### config.mk
export PLATFORM = sky130hd
export DESIGN_NAME = hd44780_bus_receiver
export DESIGN_NICKNAME = d
export VERILOG_FILES = /design/src/rtl/hd44780_bus_receiver.sv
export SDC_FILE = /design/constraint.sdc
export NUM_CORES = 1
export LEC_CHECK = 0
export ABC_AREA = 1
export CAP_MARGIN = 20
export CORE_UTILIZATION = 60
export CTS_BUF_LIST = sky130_fd_sc_hd__clkbuf_16
export CTS_CLUSTER_DIAMETER = 80
export DETAILED_ROUTE_END_ITERATION = 6
export PLACE_DENSITY = 0.78
export SLEW_MARGIN = 20
export SYNTH_ARGS = -nofsm -noshare
export SYNTH_HDL_FRONTEND = slang
export SYNTH_SLANG_ARGS = --single-unit
### constraint.sdc
create_clock -name clk -period 27.6 [get_ports clk]
set_input_delay 5.52 -clock clk [delete_from_list [all_inputs] [get_ports clk]]
set_output_delay 5.52 -clock clk [all_outputs]
set_load 0.1 [all_outputs]
### src/rtl/hd44780_bus_receiver.sv
// hd44780_bus_receiver: HD44780 write-bus monitor keeping a 32-cell shadow of the 16x2 display.
// Define LCD_RX_TIMING_CHECK_EN to count accepted strobes closer than MIN_GAP_CYCLES apart.
module hd44780_bus_receiver #(
    parameter int SYNC_STAGES    = 2,
    parameter int E_MIN_HIGH     = 4,
    parameter int MIN_GAP_CYCLES = 2000
) (
    input  logic       clk,
    input  logic       rst,
    input  logic       lcd_rs,
    input  logic       lcd_rw,
    input  logic       lcd_e,
    input  logic [7:0] lcd_data,
    input  logic [4:0] rd_addr,
    output logic [7:0] rd_char,
    output logic [6:0] cursor_addr,
    output logic       display_on,
    output logic       busy,
    output logic       cmd_valid,
    output logic       cmd_rs,
    output logic [7:0] cmd_byte,
    output logic       overrun,
    output logic [7:0] timing_err
);
    localparam int WW = $clog2(E_MIN_HIGH + 1);

    logic [10:0]   sync_q [SYNC_STAGES];
    logic          e_s, rs_s, rw_s, e_d;
    logic [7:0]    data_s;
    logic [WW-1:0] width;
    logic          h_rs, h_rw;
    logic [7:0]    h_data;
    logic          strobe, accept;
    logic          inc_mode, ddram_mode;
    logic [4:0]    clr_idx;
    logic [7:0]    cells [32];

    assign {e_s, rs_s, rw_s, data_s} = sync_q[SYNC_STAGES-1];
    assign strobe = e_d && !e_s && 32'(width) >= E_MIN_HIGH;
    assign accept = strobe && !h_rw && !busy;

    // Visible DDRAM walk: row 0 is 0x00-0x27, row 1 is 0x40-0x67, wrapping between them.
    function automatic logic [6:0] step(input logic [6:0] a, input logic up);
        if (up)
            return (a <= 7'h26 || (a >= 7'h40 && a <= 7'h66)) ? a + 7'd1 : (a == 7'h27) ? 7'h40 : 7'h00;
        return ((a >= 7'h01 && a <= 7'h27) || (a >= 7'h41 && a <= 7'h67)) ? a - 7'd1 :
               (a == 7'h00) ? 7'h67 : (a == 7'h40) ? 7'h27 : 7'h00;
    endfunction

    always_ff @(posedge clk or posedge rst) begin
        if (rst) begin
            for (int i = 0; i < SYNC_STAGES; i++) sync_q[i] <= '0;
            e_d    <= 1'b0;
            width  <= '0;
            h_rs   <= 1'b0;
            h_rw   <= 1'b0;
            h_data <= '0;
        end else begin
            sync_q[0] <= {lcd_e, lcd_rs, lcd_rw, lcd_data};
            for (int i = 1; i < SYNC_STAGES; i++) sync_q[i] <= sync_q[i-1];
            e_d   <= e_s;
            width <= !e_s ? '0 : (32'(width) < E_MIN_HIGH) ? width + WW'(1) : width;
            if (e_s) begin
                h_rs   <= rs_s;
                h_rw   <= rw_s;
                h_data <= data_s;
            end
        end
    end

    always_ff @(posedge clk or posedge rst) begin
        if (rst) begin
            for (int i = 0; i < 32; i++) cells[i] <= 8'h20;
            cursor_addr <= '0;
            inc_mode    <= 1'b1;
            ddram_mode  <= 1'b1;
            display_on  <= 1'b0;
            busy        <= 1'b0;
            clr_idx     <= '0;
            cmd_valid   <= 1'b0;
            cmd_rs      <= 1'b0;
            cmd_byte    <= '0;
            overrun     <= 1'b0;
        end else begin
            cmd_valid <= 1'b0;
            if (strobe && !h_rw && busy) overrun <= 1'b1;
            if (busy) begin
                cells[clr_idx] <= 8'h20;
                clr_idx        <= clr_idx + 5'd1;
                if (clr_idx == 5'd31) begin
                    busy        <= 1'b0;
                    cursor_addr <= '0;
                    inc_mode    <= 1'b1;
                    ddram_mode  <= 1'b1;
                end
            end else if (accept) begin
                cmd_valid <= 1'b1;
                cmd_rs    <= h_rs;
                cmd_byte  <= h_data;
                if (h_rs) begin
                    if (ddram_mode) begin
                        if (cursor_addr[6:4] == 3'b000) cells[{1'b0, cursor_addr[3:0]}] <= h_data;
                        else if (cursor_addr[6:4] == 3'b100) cells[{1'b1, cursor_addr[3:0]}] <= h_data;
                        cursor_addr <= step(cursor_addr, inc_mode);
                    end
                end else if (h_data[7]) begin
                    cursor_addr <= h_data[6:0];
                    ddram_mode  <= 1'b1;
                end else if (h_data[6]) begin
                    ddram_mode <= 1'b0;
                end else if (h_data[5:4] == 2'b01) begin
                    if (!h_data[3]) cursor_addr <= step(cursor_addr, h_data[2]);
                end else if (h_data[5:3] == 3'b001) begin
                    display_on <= h_data[2];
                end else if (h_data[5:2] == 4'b0001) begin
                    inc_mode <= h_data[1];
                end else if (h_data[5:1] == 5'b00001) begin
                    cursor_addr <= '0;
                end else if (h_data[5:0] == 6'b000001) begin
                    busy    <= 1'b1;
                    clr_idx <= '0;
                end
            end
        end
    end

    always_ff @(posedge clk or posedge rst) begin
        if (rst) rd_char <= 8'h20;
        else rd_char <= cells[rd_addr];
    end

`ifdef LCD_RX_TIMING_CHECK_EN
    localparam int GW = $clog2(MIN_GAP_CYCLES + 1);

    logic [GW-1:0] gap;
    logic          seen;

    // gap holds (distance - 1) to the previous accepted strobe, saturating once legal.
    always_ff @(posedge clk or posedge rst) begin
        if (rst) begin
            gap        <= '0;
            seen       <= 1'b0;
            timing_err <= '0;
        end else if (accept) begin
            gap  <= '0;
            seen <= 1'b1;
            if (seen && 32'(gap) < MIN_GAP_CYCLES - 1 && timing_err != 8'hFF)
                timing_err <= timing_err + 8'd1;
        end else if (32'(gap) < MIN_GAP_CYCLES) begin
            gap <= gap + GW'(1);
        end
    end
`else
    assign timing_err = 8'h00;
`endif
endmodule

After elaboration in Yosys (flattened, before gate mapping)
Index checks and enable logic that the tools add are counted.
Storage, ports and cells
  register bits after elaboration: 327
  bits of input ports: 18
  output and inout port bits: 36
  logic and storage cells: 228
Operators by class
  $add $sub $neg: 4
  $lt $le $gt $ge: 16
  eq/ne operators: 23
  mux-type cells: 90
  bitwise logic cells: 12
  reductions and logical operators: 33
Operator list (number)
  2-to-1 mux 256 bit: 6
  bitwise mux 256 bit: 2
  AND 224 bit: 1
  inverter 224 bit: 1
  2-to-1 mux 7 bit: 20
  demux 8 bit (select 5 bit): 3
  2-to-1 mux 5 bit: 10
  binary-select mux 8 bit (select 5 bit): 1
  2-to-1 mux 1 bit: 40
  2-to-1 mux 8 bit: 5
  OR 32 bit: 1
  >= comparator 6 bit (second input constant): 4
  < comparator 6 x 1 -> 1 bit (second input constant): 3
  inverter 5 -> 6 bit: 3
  AND reduction 8 bit: 2
  != test 5 bit (second input constant): 3
  >= comparator 7 bit (second input constant): 2
  less-or-equal comparator 7 x 6 -> 1 bit (second input constant): 2
  less-or-equal comparator 7 bit (second input constant): 2
  != test 2 bit (second input constant): 7
  logical AND 1 bit: 11
  nonzero test 2 bit: 5
  AND reduction 9 bit: 1
  AND reduction 4 bit: 2
  31 further kinds: 41

Logic depth before layout (Yosys ltp)
  depth in word-level cells: 16
  gate-level depth with buffers: 15
  mapped depth without buffers: 14

Worst setup path after synthesis
No wires, ideal clock.
  path type: input to register
  start point: input port rd_addr[0]
  end point: register rd_char[2]
  library setup time: 0.086 ns
  arrival time: 6.684 ns
  data required time: 27.514 ns
  path slack: 20.830 ns
  stages: 9
  path buffers: 4
  path through: buf_2 > inv_1 > buf_2 > buf_2 > buf_4 > a21oi_1 > o21ai_0 > nand3_1 > a32oi_1
Between the ends
  word-level cells in the longest chain between the ends: 4
Ends and longest elaborated chain
  from (decl): RTL line 14  | input logic [4:0] rd_addr,
  inverter 5 -> 6 bit (implied by the code): RTL line 129  | else rd_char <= cells[rd_addr];
  binary-select mux 8 bit (select 5 bit): RTL line 129
  2-to-1 mux 8 bit (implied by the code) (2 in series): RTL line 129
  to (signal assigned): RTL line 129
  to (decl): RTL line 15  | output logic [7:0] rd_char,
Every way passes these cells. The select of a mux whose other input is x is not followed.
A chain may end at the register's enable or synchronous reset.

Final worst setup path
  start point: register busy
  end point: output port busy
RTL lines
  from (decl): RTL line 18  | output logic busy,
  from (signal assigned): RTL line 78  | busy <= 1'b0;
  from (signal assigned): RTL line 91  | busy <= 1'b0;
  from (signal assigned): RTL line 120  | busy <= 1'b1;
No word-level cell between the ends.

==> summary.txt <==
Run status
  • Status: finished, violations left
  • Violated checks: DRC

Pwr
  • Worst VDD drop: 75.1 uV
  • Leakage Power: between 8 and 9 nW
  • Power consumption: 0.00133 W
  • PD cells: between 60 and 70 mW/mm^2

Route
  • DRC Markers: 1
  • DR WL/cell: 21.4 um
  • Drt total wl: 56.8 mm
  • TritonRoute pass-1 iters: 7
  • Number of nets still failing antenna checks after routing: 0
  • Mean number of vias per cell: 6.28
  • Vias: approximately 17000
  • DRC violation total after the first TritonRoute iteration: between 2000 and 2500

Finish
  • Layout cell share with drive strength beyond 1: 8.23%
  • Fill cell count: 2443
  • Reg area: a little over 0.008 mm^2
  • Ant diodes: 0
  • Multi-input gate area: ~0.0075 mm^2
  • Area grow syn2layout: 9.61%
  • Final nets: 2273
  • Non-Filler Instances: 2657
  • Commonest non-fill, non-tap cell in the layout: o21ai_0
  • Most frequent cells in the layout: o21ai_0 (438), dfrtp_1 (291), inv_1 (289)

Place
  • DP HPWL: 38.0 mm
  • Port Buffers: 45
  • Routability cong.: between 1 and 1.5
  • Post-Place Cells: approximately 2600

Clock tree
  • Clock Tree Root: clkbuf_16
  • CTS H-Tree Depth: 2
  • Clk sinks: 327
  • TritonCTS clock tree: done
  • Post-cts resize count: 0
  • Setup bufs post-CTS: 0
  • Clk slew on worst S/H paths: ~0.060 ns
  • Worst skew pair latency: 0.55 ns
  • CTS buffer count: 37
  • Clock buffer depth: 3
  • Hold Buf Count CTS: 0

Timing
  • Final count of pins violating max slew: 0
  • Crit share post-route: between 30% and 40%
  • Final hold viol count: 0
  • Rel. slew slack: ~22%
  • Fmax: between 100 and 150 MHz
  • Worst clock skew: approximately 0.029 ns
  • Final setup TNS: 0 ns
  • Setup repair after global routing missed its margin: false
  • Measured slew at the worst slew-check pin: 1.18 ns
  • Final setup vio count: 0
  • Final worst path period need: 8.29 ns

Yosys
  • Synth top area cells: dfrtp_1 (42%), o21ai_0 (13%), nand3_1 (6.7%)
  • Post-Syn Area: around 0.017 mm^2
  • EDFF count, synth: 0
  • Ys flop type: dfrtp_1
  • Yosys reg bits: 327
  • Mean post-synth cell area: slightly below 8 um^2
  • Post-synth top area share: a little over two fifths
  • Synth area leader: dfrtp_1
  • YS warnings: 0
  • Seq/Total Area, Yosys: approximately 47%
  • Post-synthesis cell count: 2257
  • Synth unique cells: slightly below 50
  • Asr flop ratio synth: 100%

Global routing
  • Grt total ovfl: 0
  • Initial antenna violation count: 0
  • First-pass GRT wire length: 89.4 mm
  • Vias in the first global route: around 16000
  • Gr usage total: 38.4%
  • Pin count of the biggest net entering global routing: roughly 110

Critical path
  • CP max-delay cell: clkdlybuf4s50_1
  • Arr. time, crit path: roughly 2.8 ns
  • Slowest cell delay on critical path: around 1.3 ns
  • Family with the most delay on the worst path: buffers and inverters
  • Critical Path End Type: primary output
  • CP bufs+invs: 1
  • CP startpoint kind: flip-flop
  • Critical Path RT: around 22 ns
  • Setup CP Type: flip-flop to primary output
  • Crit-path cells: clkdlybuf4s50_1
  • Critical path peak fanout: 35

Die
  • Starting density of the core: 61.0%
  • DIE AREA: 0.0298 mm^2
  • DIE WIDTH: ~170 um
  • Die height: approximately 170 um
  • Site Rows: 62
  • Core area: about 0.029 mm^2
  • I/O pin cnt: 54

Job
  • Max-Cap Viols: 0

Hold path
  • Worst hold path type: flip-flop to flip-flop
## cells in the mapped netlist (5+ instances only)
library cell	n
ha_1	11
xor2_1	8
buf_2	43
nand4_1	7
o32ai_1	13
inv_2	27
dfrtp_1	292
nor2_1	233
a32oi_1	7
buf_1	5
nand2_2	6
o21ai_1	8
buf_4	19
clkinv_1	6
clkbuf_1	56
o22ai_1	7
o31ai_1	5
o21ai_0	438
a22oi_1	6
dfstp_2	35
nand3_1	234
a21oi_1	165
inv_1	281
a21oi_2	18
nor2_8	6
nor2_4	6
a31oi_1	32
nand2_1	237
o211ai_1	11
## path summary, 6_finish.rpt
kind                                  from    endpoint  slack [ns]  cells after the start
worst max-delay path                  busy        busy       19.31                      1
worst min-delay path            sync_q[21]         e_s        0.33                      0
worst max register to register        busy  cells[148]       23.87                      9
worst min register to register  sync_q[21]         e_s        0.33                      0
max in group asynchronous              rst  cells[153]       20.57                      3
min in group asynchronous              rst   cells[99]        5.55                      2
## logic make-up (layout without fill, tap and decap cells)
group           Yosys count  in the layout  synth area share (%)
other cells               1              8                0.0214
compound gates          724            724                  22.5
simple gates            746            746                  19.0
flops                   327            327                  47.0
buf+inv                 438            447                  10.1
mux                       1              1                0.0572
fa+ha+maj                11             11                 0.787
xor+xnor                  9              9                 0.451
## through the flow
stage	area, um^2	hold slack (ns)	util, %	setup slack, ns
floorplan	17500	0.331	-	13.08
global placement	18000	0.333	62.8	19.31
detailed placement	18000	0.336	62.8	19.22
CTS	19200	0.333	66.8	19.33
global route	19200	0.332	66.8	19.27
finish	19200	0.335	66.8	19.31
## flip-flops by register name, indices dropped and copies added, names as in the netlist, 3 cells and up
name and cells:
cells 256, sync_q 11, cmd_byte 8, data_s 8, h_data 8, rd_char 8, cursor_addr 7, clr_idx 5
width 3
## where the power goes
group,total (W),switching [W],internal (W)
combinational,0.000344,0.000279,0.0000648
sequential,0.000512,0.0000199,0.000492
clock,0.000472,0.000207,0.000265
## area by class of cell
class | count | area share [%]
clock inverter | 31 | 1.17
multi-input combinational | 1499 | 39.3
timing repair buffer | 64 | 3.07
tap | 384 | 2.51
inverter | 315 | 6.24
sequential | 327 | 42.9
clock buffer | 37 | 4.83
## routing by layer
metal | track usage [%] | part of all wire [%] | vias to the layer above
met5 | 0 | 0 | -
met4 | 18.2 | 5.7 | 0
met3 | 9.15 | 12 | 218
met2 | 59.1 | 45 | 1090
met1 | 51.5 | 38 | 7870
li1 | - | - | 7502
(Power assumes the default switching activity.)
